### src/rtl/fpaddsub_normround_pipe.sv
// Normalize-and-round back end for a single-precision add/sub datapath.
// S1 registers the normalized mantissa, exponent and G/R/S bits.
// S2 rounds to nearest even, detects overflow/underflow and registers the
// packed IEEE-754 result together with its flags.
// Optional feature: define FPADDSUB_INEXACT_FLAG_EN to add the Inexact output.
module fpaddsub_normround_pipe (
  input  logic        clk,
  input  logic        rst_n,
  input  logic        in_valid,
  output logic        in_ready,
  input  logic [24:0] Sum,
  input  logic        GuardBit,
  input  logic        RoundBit,
  input  logic        StickyBit,
  input  logic        Sign,
  input  logic [7:0]  Emax,
  output logic        out_valid,
  input  logic        out_ready,
  output logic [31:0] Result,
  output logic        Overflow,
  output logic        Underflow,
  output logic        Zero
`ifdef FPADDSUB_INEXACT_FLAG_EN
  ,
  output logic        Inexact
`endif
);

  // Handshake control
  logic s1_valid_q, s1_valid_d;
  logic s2_valid_q, s2_valid_d;
  logic s1_load;
  logic s2_load;

  // S1 state: normalized operand
  logic [23:0]       s1_mant_q;
  logic              s1_g_q;
  logic              s1_r_q;
  logic              s1_s_q;
  logic              s1_sign_q;
  logic              s1_zero_q;
  logic signed [9:0] s1_exp_q;

  // Normalizer combinational results
  logic [4:0]        lz;
  logic [25:0]       norm_shift;
  logic [23:0]       norm_mant;
  logic              norm_g;
  logic              norm_r;
  logic              norm_s;
  logic              norm_zero;
  logic signed [9:0] norm_exp;

  // Rounder combinational results
  logic              rnd_inc;
  logic              rnd_carry;
  logic [22:0]       rnd_frac;
  logic signed [9:0] rnd_exp;
  logic [31:0]       pack_result;
  logic              pack_ovf;
  logic              pack_unf;
  logic              pack_zero;

  // S2 state: packed result and flags
  logic [31:0] result_q;
  logic        ovf_q;
  logic        unf_q;
  logic        zero_q;

`ifdef FPADDSUB_INEXACT_FLAG_EN
  logic pack_inexact;
  logic inexact_q;
`endif

  // Accept whenever S1 is free or will move on this cycle.
  assign in_ready = ~s1_valid_q | ~s2_valid_q | out_ready;
  assign s1_load  = in_valid & in_ready;
  assign s2_load  = s1_valid_q & (~s2_valid_q | out_ready);

  // Next-state of the two stage valid bits
  always_comb begin
    s1_valid_d = s1_valid_q;
    if (s1_load) begin
      s1_valid_d = 1'b1;
    end else if (s2_load) begin
      s1_valid_d = 1'b0;
    end

    s2_valid_d = s2_valid_q;
    if (s2_load) begin
      s2_valid_d = 1'b1;
    end else if (out_ready) begin
      s2_valid_d = 1'b0;
    end
  end

  // Leading-zero count of Sum[23:0]; 24 when all zero
  always_comb begin
    lz = 5'd24;
    for (int i = 0; i < 24; i++) begin
      if (Sum[i]) begin
        lz = 5'(23 - i);
      end
    end
  end

  // G then R are shifted into the mantissa, zeros after that.
  assign norm_shift = {Sum[23:0], GuardBit, RoundBit} << lz;

  // Normalize: right shift by one on carry, otherwise left shift by lz
  always_comb begin
    norm_zero = (Sum == 25'd0) & ~GuardBit & ~RoundBit & ~StickyBit;
    if (Sum[24]) begin
      norm_mant = Sum[24:1];
      norm_g    = Sum[0];
      norm_r    = GuardBit;
      norm_s    = RoundBit | StickyBit;
      norm_exp  = $signed({2'b00, Emax}) + 10'sd1;
    end else begin
      norm_mant = norm_shift[25:2];
      norm_g    = norm_shift[1];
      norm_r    = norm_shift[0];
      norm_s    = StickyBit;
      norm_exp  = $signed({2'b00, Emax}) - $signed({5'b00000, lz});
    end
  end

  // S1 register
  always_ff @(posedge clk or negedge rst_n) begin
    if (!rst_n) begin
      s1_valid_q <= 1'b0;
      s1_mant_q  <= 24'd0;
      s1_g_q     <= 1'b0;
      s1_r_q     <= 1'b0;
      s1_s_q     <= 1'b0;
      s1_sign_q  <= 1'b0;
      s1_zero_q  <= 1'b0;
      s1_exp_q   <= 10'sd0;
    end else begin
      s1_valid_q <= s1_valid_d;
      if (s1_load) begin
        s1_mant_q <= norm_mant;
        s1_g_q    <= norm_g;
        s1_r_q    <= norm_r;
        s1_s_q    <= norm_s;
        s1_sign_q <= Sign;
        s1_zero_q <= norm_zero;
        s1_exp_q  <= norm_exp;
      end
    end
  end

  // Round to nearest even; an all-ones mantissa carries into the exponent
  // and the 23-bit fraction wraps to zero, i.e. mantissa 0x800000.
  assign rnd_inc   = s1_g_q & (s1_r_q | s1_s_q | s1_mant_q[0]);
  assign rnd_carry = rnd_inc & (&s1_mant_q);
  assign rnd_frac  = s1_mant_q[22:0] + {22'd0, rnd_inc};
  assign rnd_exp   = s1_exp_q + $signed({9'd0, rnd_carry});

  // Pack the result and resolve the exceptional cases
  always_comb begin
    pack_result = {s1_sign_q, rnd_exp[7:0], rnd_frac};
    pack_ovf    = 1'b0;
    pack_unf    = 1'b0;
    pack_zero   = 1'b0;
    if (s1_zero_q) begin
      pack_result = 32'h0000_0000;
      pack_zero   = 1'b1;
    end else if (rnd_exp >= 10'sd255) begin
      pack_result = {s1_sign_q, 8'hFF, 23'd0};
      pack_ovf    = 1'b1;
    end else if (rnd_exp <= 10'sd0) begin
      // Denormals are flushed to a signed zero.
      pack_result = {s1_sign_q, 31'd0};
      pack_unf    = 1'b1;
      pack_zero   = 1'b1;
    end
  end

`ifdef FPADDSUB_INEXACT_FLAG_EN
  // Any discarded bit or exceptional clamp makes the result inexact.
  assign pack_inexact = ~s1_zero_q & (s1_g_q | s1_r_q | s1_s_q | pack_ovf | pack_unf);
`endif

  // S2 register: holds its contents while the consumer stalls
  always_ff @(posedge clk or negedge rst_n) begin
    if (!rst_n) begin
      s2_valid_q <= 1'b0;
      result_q   <= 32'd0;
      ovf_q      <= 1'b0;
      unf_q      <= 1'b0;
      zero_q     <= 1'b0;
`ifdef FPADDSUB_INEXACT_FLAG_EN
      inexact_q  <= 1'b0;
`endif
    end else begin
      s2_valid_q <= s2_valid_d;
      if (s2_load) begin
        result_q  <= pack_result;
        ovf_q     <= pack_ovf;
        unf_q     <= pack_unf;
        zero_q    <= pack_zero;
`ifdef FPADDSUB_INEXACT_FLAG_EN
        inexact_q <= pack_inexact;
`endif
      end
    end
  end

  assign out_valid = s2_valid_q;
  assign Result    = result_q;
  assign Overflow  = ovf_q;
  assign Underflow = unf_q;
  assign Zero      = zero_q;
`ifdef FPADDSUB_INEXACT_FLAG_EN
  assign Inexact   = inexact_q;
`endif

endmodule

### config.mk
export PLATFORM = sky130hd
export DESIGN_NAME = fpaddsub_normround_pipe
export DESIGN_NICKNAME = d
export VERILOG_FILES = /design/src/rtl/fpaddsub_normround_pipe.sv
export SDC_FILE = /design/constraint.sdc
export NUM_CORES = 1
export LEC_CHECK = 0
export BUFFER_PORTS_ARGS = -buffer_cell sky130_fd_sc_hd__buf_2
export CELL_PAD_IN_SITES_DETAIL_PLACEMENT = 0
export CELL_PAD_IN_SITES_GLOBAL_PLACEMENT = 1
export CORE_MARGIN = 2
export CORE_UTILIZATION = 40
export CTS_CLUSTER_DIAMETER = 30
export CTS_CLUSTER_SIZE = 14
export DETAILED_ROUTE_END_ITERATION = 8
export PLACE_DENSITY = 0.87
export RECOVER_POWER = 100
export SLEW_MARGIN = 5
export SYNTH_ARGS = -nofsm -noshare
export SYNTH_HDL_FRONTEND = slang
export SYNTH_SLANG_ARGS = --single-unit
### constraint.sdc
create_clock -name clk -period 7.05 [get_ports clk]
set_input_delay 1.41 -clock clk [delete_from_list [all_inputs] [get_ports clk]]
set_output_delay 1.41 -clock clk [all_outputs]
set_load 0.02 [all_outputs]
==> key figures <==
Pwr
  – Clock share of power: a little over a third
  – Reg power frac: 37.4%
  – Pint: about 1.0 mW
  – Worst VDD drop: 0.140 mV
  – Psw: around 0.53 mW
  – Pwr Density: ~240 nW/um^2
  – Pwr Total: between 1.5 and 2 mW
  – Leak: 2.76 nW
  – Switching part of the total: 33.4%
  – Power share of the combinational group: 27.6%

Placed design
  – RD Place Congestion: approximately 1
  – Placed cell count: roughly 950
  – Detailed Place HPWL: between 10000 and 15000 um
  – IO buf count: between 70 and 80

Clocking
  – Worst-path clk slew: around 60 ps
  – CTS Hold Bufs: 0
  – # H-tree levels: 3
  – Number of buffers created by CTS: 9
  – Sink Count: between 70 and 80
  – Root buffer cell: clkbuf_16
  – Post-CTS Resized: 0
  – TritonCTS clock tree: done
  – Post-CTS Setup Bufs: 0
  – Skew-Pair Late Insertion Delay: about 330 ps
  – Clock Path Buffers: 2

STA
  – Tightest Pin Transition: slightly below 4000 ps
  – RSZ-0062 raised after global routing: false
  – Fin crit share: just over 70%
  – Max_slew headroom: -161%
  – Final Critical Period: just over 5000 ps
  – Final Hold Violating Endpoints: 0
  – Max frequency: 197 MHz
  – TNS Setup: 0 ps
  – Final setup viols: 0
  – Setup Skew: 4.71 ps
  – Slew Limit Fails: around 130

Floorplan
  – Core Footprint: between 10000 and 15000 um^2
  – Row count: 44
  – IO Pins: 78
  – Starting Density: between 40% and 50%
  – Die Width: approximately 130 um
  – Die area: around 16000 um^2
  – Die height: about 130 um

Cells and area
  – Area Growth Syn to Fin: 11.1%
  – Nets@finish: around 830
  – Share of cells above drive strength 1: between 10% and 20%
  – Ant. Diodes: 0
  – Filler cells: ~1500
  – Max reg flops: 32
  – Layout Cells excl Fill: between 900 and 1000
  – Area of the multi-input gates: ~3800 um^2
  – Register area: 1900 um^2

Route
  – WL/cell: 18.1 um
  – Iter 0 DRT Violations: 476
  – DRT Wirelength: between 15000 and 20000 um
  – 1st-pass router iterations: 5
  – Via/cell ratio: ~5.9
  – Vias: 5762
  – Routed Antenna Nets: 0
  – Post-route DRC: 0

Worst hold path
  – Worst hold path class: flop to flop

Run
  – Maxcap violations: 2

Global routing
  – Antenna violations before repair: 0
  – First-pass GRT wire length: between 20000 and 30000 um
  – Pin count of the biggest net entering global routing: just under 80
  – GRT overflow: 0
  – All-Layer GR Usage: a little over a fifth
  – Vias in the first global route: a little over 5000

Synthesis
  – Main synth FF type: dfrtp_1
  – Synth Area in Compound Gates: about a quarter
  – Syn nets: 791
  – Mapped Avg Cell Area: a little over 8 um^2
  – Synth async-reset ratio: 100%
  – Simple-Gate Fraction of Synth Area: 23.0%
  – EDFF count, synth: 0
  – Synth warn: 0
  – Cell area after synthesis: about 6000 um^2
  – Main combinational cell family by area after synthesis: compound AO/OA/AOI/OAI gates
  – #FFs+latches synth: 76
  – Synth Instances: 740
  – Share of the yosys chip area belonging to registers: about a third
  – Adder-cell area share of the yosys netlist: 2.20%
  – Post-Synth XOR/XNOR Area: under 10%
  – Mux cell area share after synthesis: under 10%
  – Unique masters post-synth: 84

Setup path
  – WS Path Type: input pin to flop
  – Worst EP required: around 7000 ps
  – Crit path arrival time: between 5000 and 6000 ps
  – Crit end category: flop
  – Worst Path Max Fanout: 27
  – Startpoint class of the critical path: input pin

Run status
  – Failing checks: max-capacitance violations, max-slew violations
  – Status: complete, but fails checks
==> area by class of cell <==
type / count / area share, %
clock inverters: 3 / 1.35
flip-flops and latches: 76 / 28.4
well taps: 184 / 3.44
inverters: 17 / 1.05
clock buffers: 13 / 4.19
multi-input cells: 595 / 56.2
repair buffers: 81 / 5.33
==> cell usage after synthesis, drive strengths merged, types with 4 or more instances <==
cell type | n | share of area [%]
nor3 | 8 | 0.66
a21o | 4 | 0.50
o2111ai | 10 | 1.5
nand3 | 34 | 2.8
nor2b | 5 | 0.52
xnor2 | 17 | 2.5
or4 | 5 | 0.75
or2 | 4 | 0.42
buf | 27 | 3.1
a21oi | 42 | 3.5
nand4 | 8 | 1.1
inv | 16 | 1.1
nand2 | 119 | 7.5
a22o | 6 | 0.87
nor2 | 60 | 4.0
a22oi | 4 | 0.50
o221ai | 5 | 1.0
dfrtp | 76 | 32
mux2 | 6 | 1.1
mux2i | 23 | 3.8
o21ai | 70 | 5.8
xor2 | 20 | 2.9
nor4 | 9 | 1.4
a211o | 4 | 0.58
and2 | 9 | 0.94
a2111oi | 4 | 0.69
o21bai | 4 | 0.50
o31ai | 4 | 0.58
a211oi | 6 | 0.83
o211ai | 15 | 1.9
a32oi | 4 | 0.58
o21a | 5 | 0.62
ha | 9 | 1.9
and3 | 13 | 1.4
nand2b | 7 | 0.73
a31oi | 9 | 0.93
clkbuf | 25 | 1.6
==> power groups by stage <==
stage          Clock [mW]  Combinational [mW]  Sequential [mW]
5_1_grt             0.579               0.479            0.602
4_1_cts             0.558               0.447            0.588
3_3_place_gp            0               0.442            0.591
2_1_floorplan           0               0.250            0.637
3_5_place_dp            0               0.445            0.595
6_report            0.551               0.435            0.589
==> cell usage in the layout (no fill, tap or decap), types with 9 or more instances in the layout <==
cell,instances
clkbuf_16,9
o2111ai_1,10
nand3_1,34
ha_1,9
inv_1,14
xor2_1,20
o211ai_1,15
clkbuf_1,43
mux2i_1,23
buf_2,36
a31oi_1,9
a21oi_1,42
xnor2_1,17
o21ai_0,70
nor2_1,58
dfrtp_1,76
nand2_1,118
and3_1,13
==> final timing paths <==
kind / start / cells after the start / end / slack, ps
worst max-delay path: Sum[7] / 17 / s1_exp_q[6] / 1960
worst min-delay path: Result[16] / 2 / Result[16] / 480
worst max register to register: s1_mant_q[2] / 15 / Result[22] / 2270
worst min register to register: Result[16] / 2 / Result[16] / 480
max in group asynchronous: rst_n / 1 / Result[16] / 2420
min in group asynchronous: rst_n / 1 / s1_exp_q[7] / 2440
==> routing by layer <==
| metal | global-route usage, % | wire [um] | up-vias |
|---|---|---|---|
| met5 | 0 | 0 | - |
| met3 | 3.33 | 1200 | 19 |
| met2 | 31.8 | 7390 | 235 |
| met1 | 33.4 | 8720 | 2705 |
| met4 | 5.37 | 230 | 0 |
| li1 | - | - | 2803 |
==> cells by family after synthesis <==
| family | Yosys count |
|---|---|
| AOI/OAI and AO/OA | 229 |
| xor gates and xnor gates | 37 |
| adders and majority gates | 10 |
| buffers and inverters | 69 |
| DFF | 76 |
| muxes | 31 |
| and+or+nand+nor | 288 |
==> worst max-delay path: stages <==
cell,delay (ps)
clkbuf_1,210
inv_1,150
a2111o_1,380
o211ai_1,250
a31o_1,180
buf_4,330
clkinvlp_2,700
ha_1,480
inv_1,70
fa_1,200
nand2_1,60
nand2_1,60
a21oi_1,90
o21ai_0,260
o22ai_1,130
xnor2_1,140
o21ai_0,80
==> per-stage QoR <==
step           area (um^2)  hold slack, ps  utilization, %  worst slack [ps]
6_report              6690             479            45.7              1960
5_1_grt               6690             499            45.7              1530
4_1_cts               6760             478            46.1              2380
3_5_place_dp          6390             466            43.6              2110
3_3_place_gp          6390             458            43.6              2110
2_1_floorplan         6020             447               -              2760
Note: power is estimated with default switching activity, not from simulation.
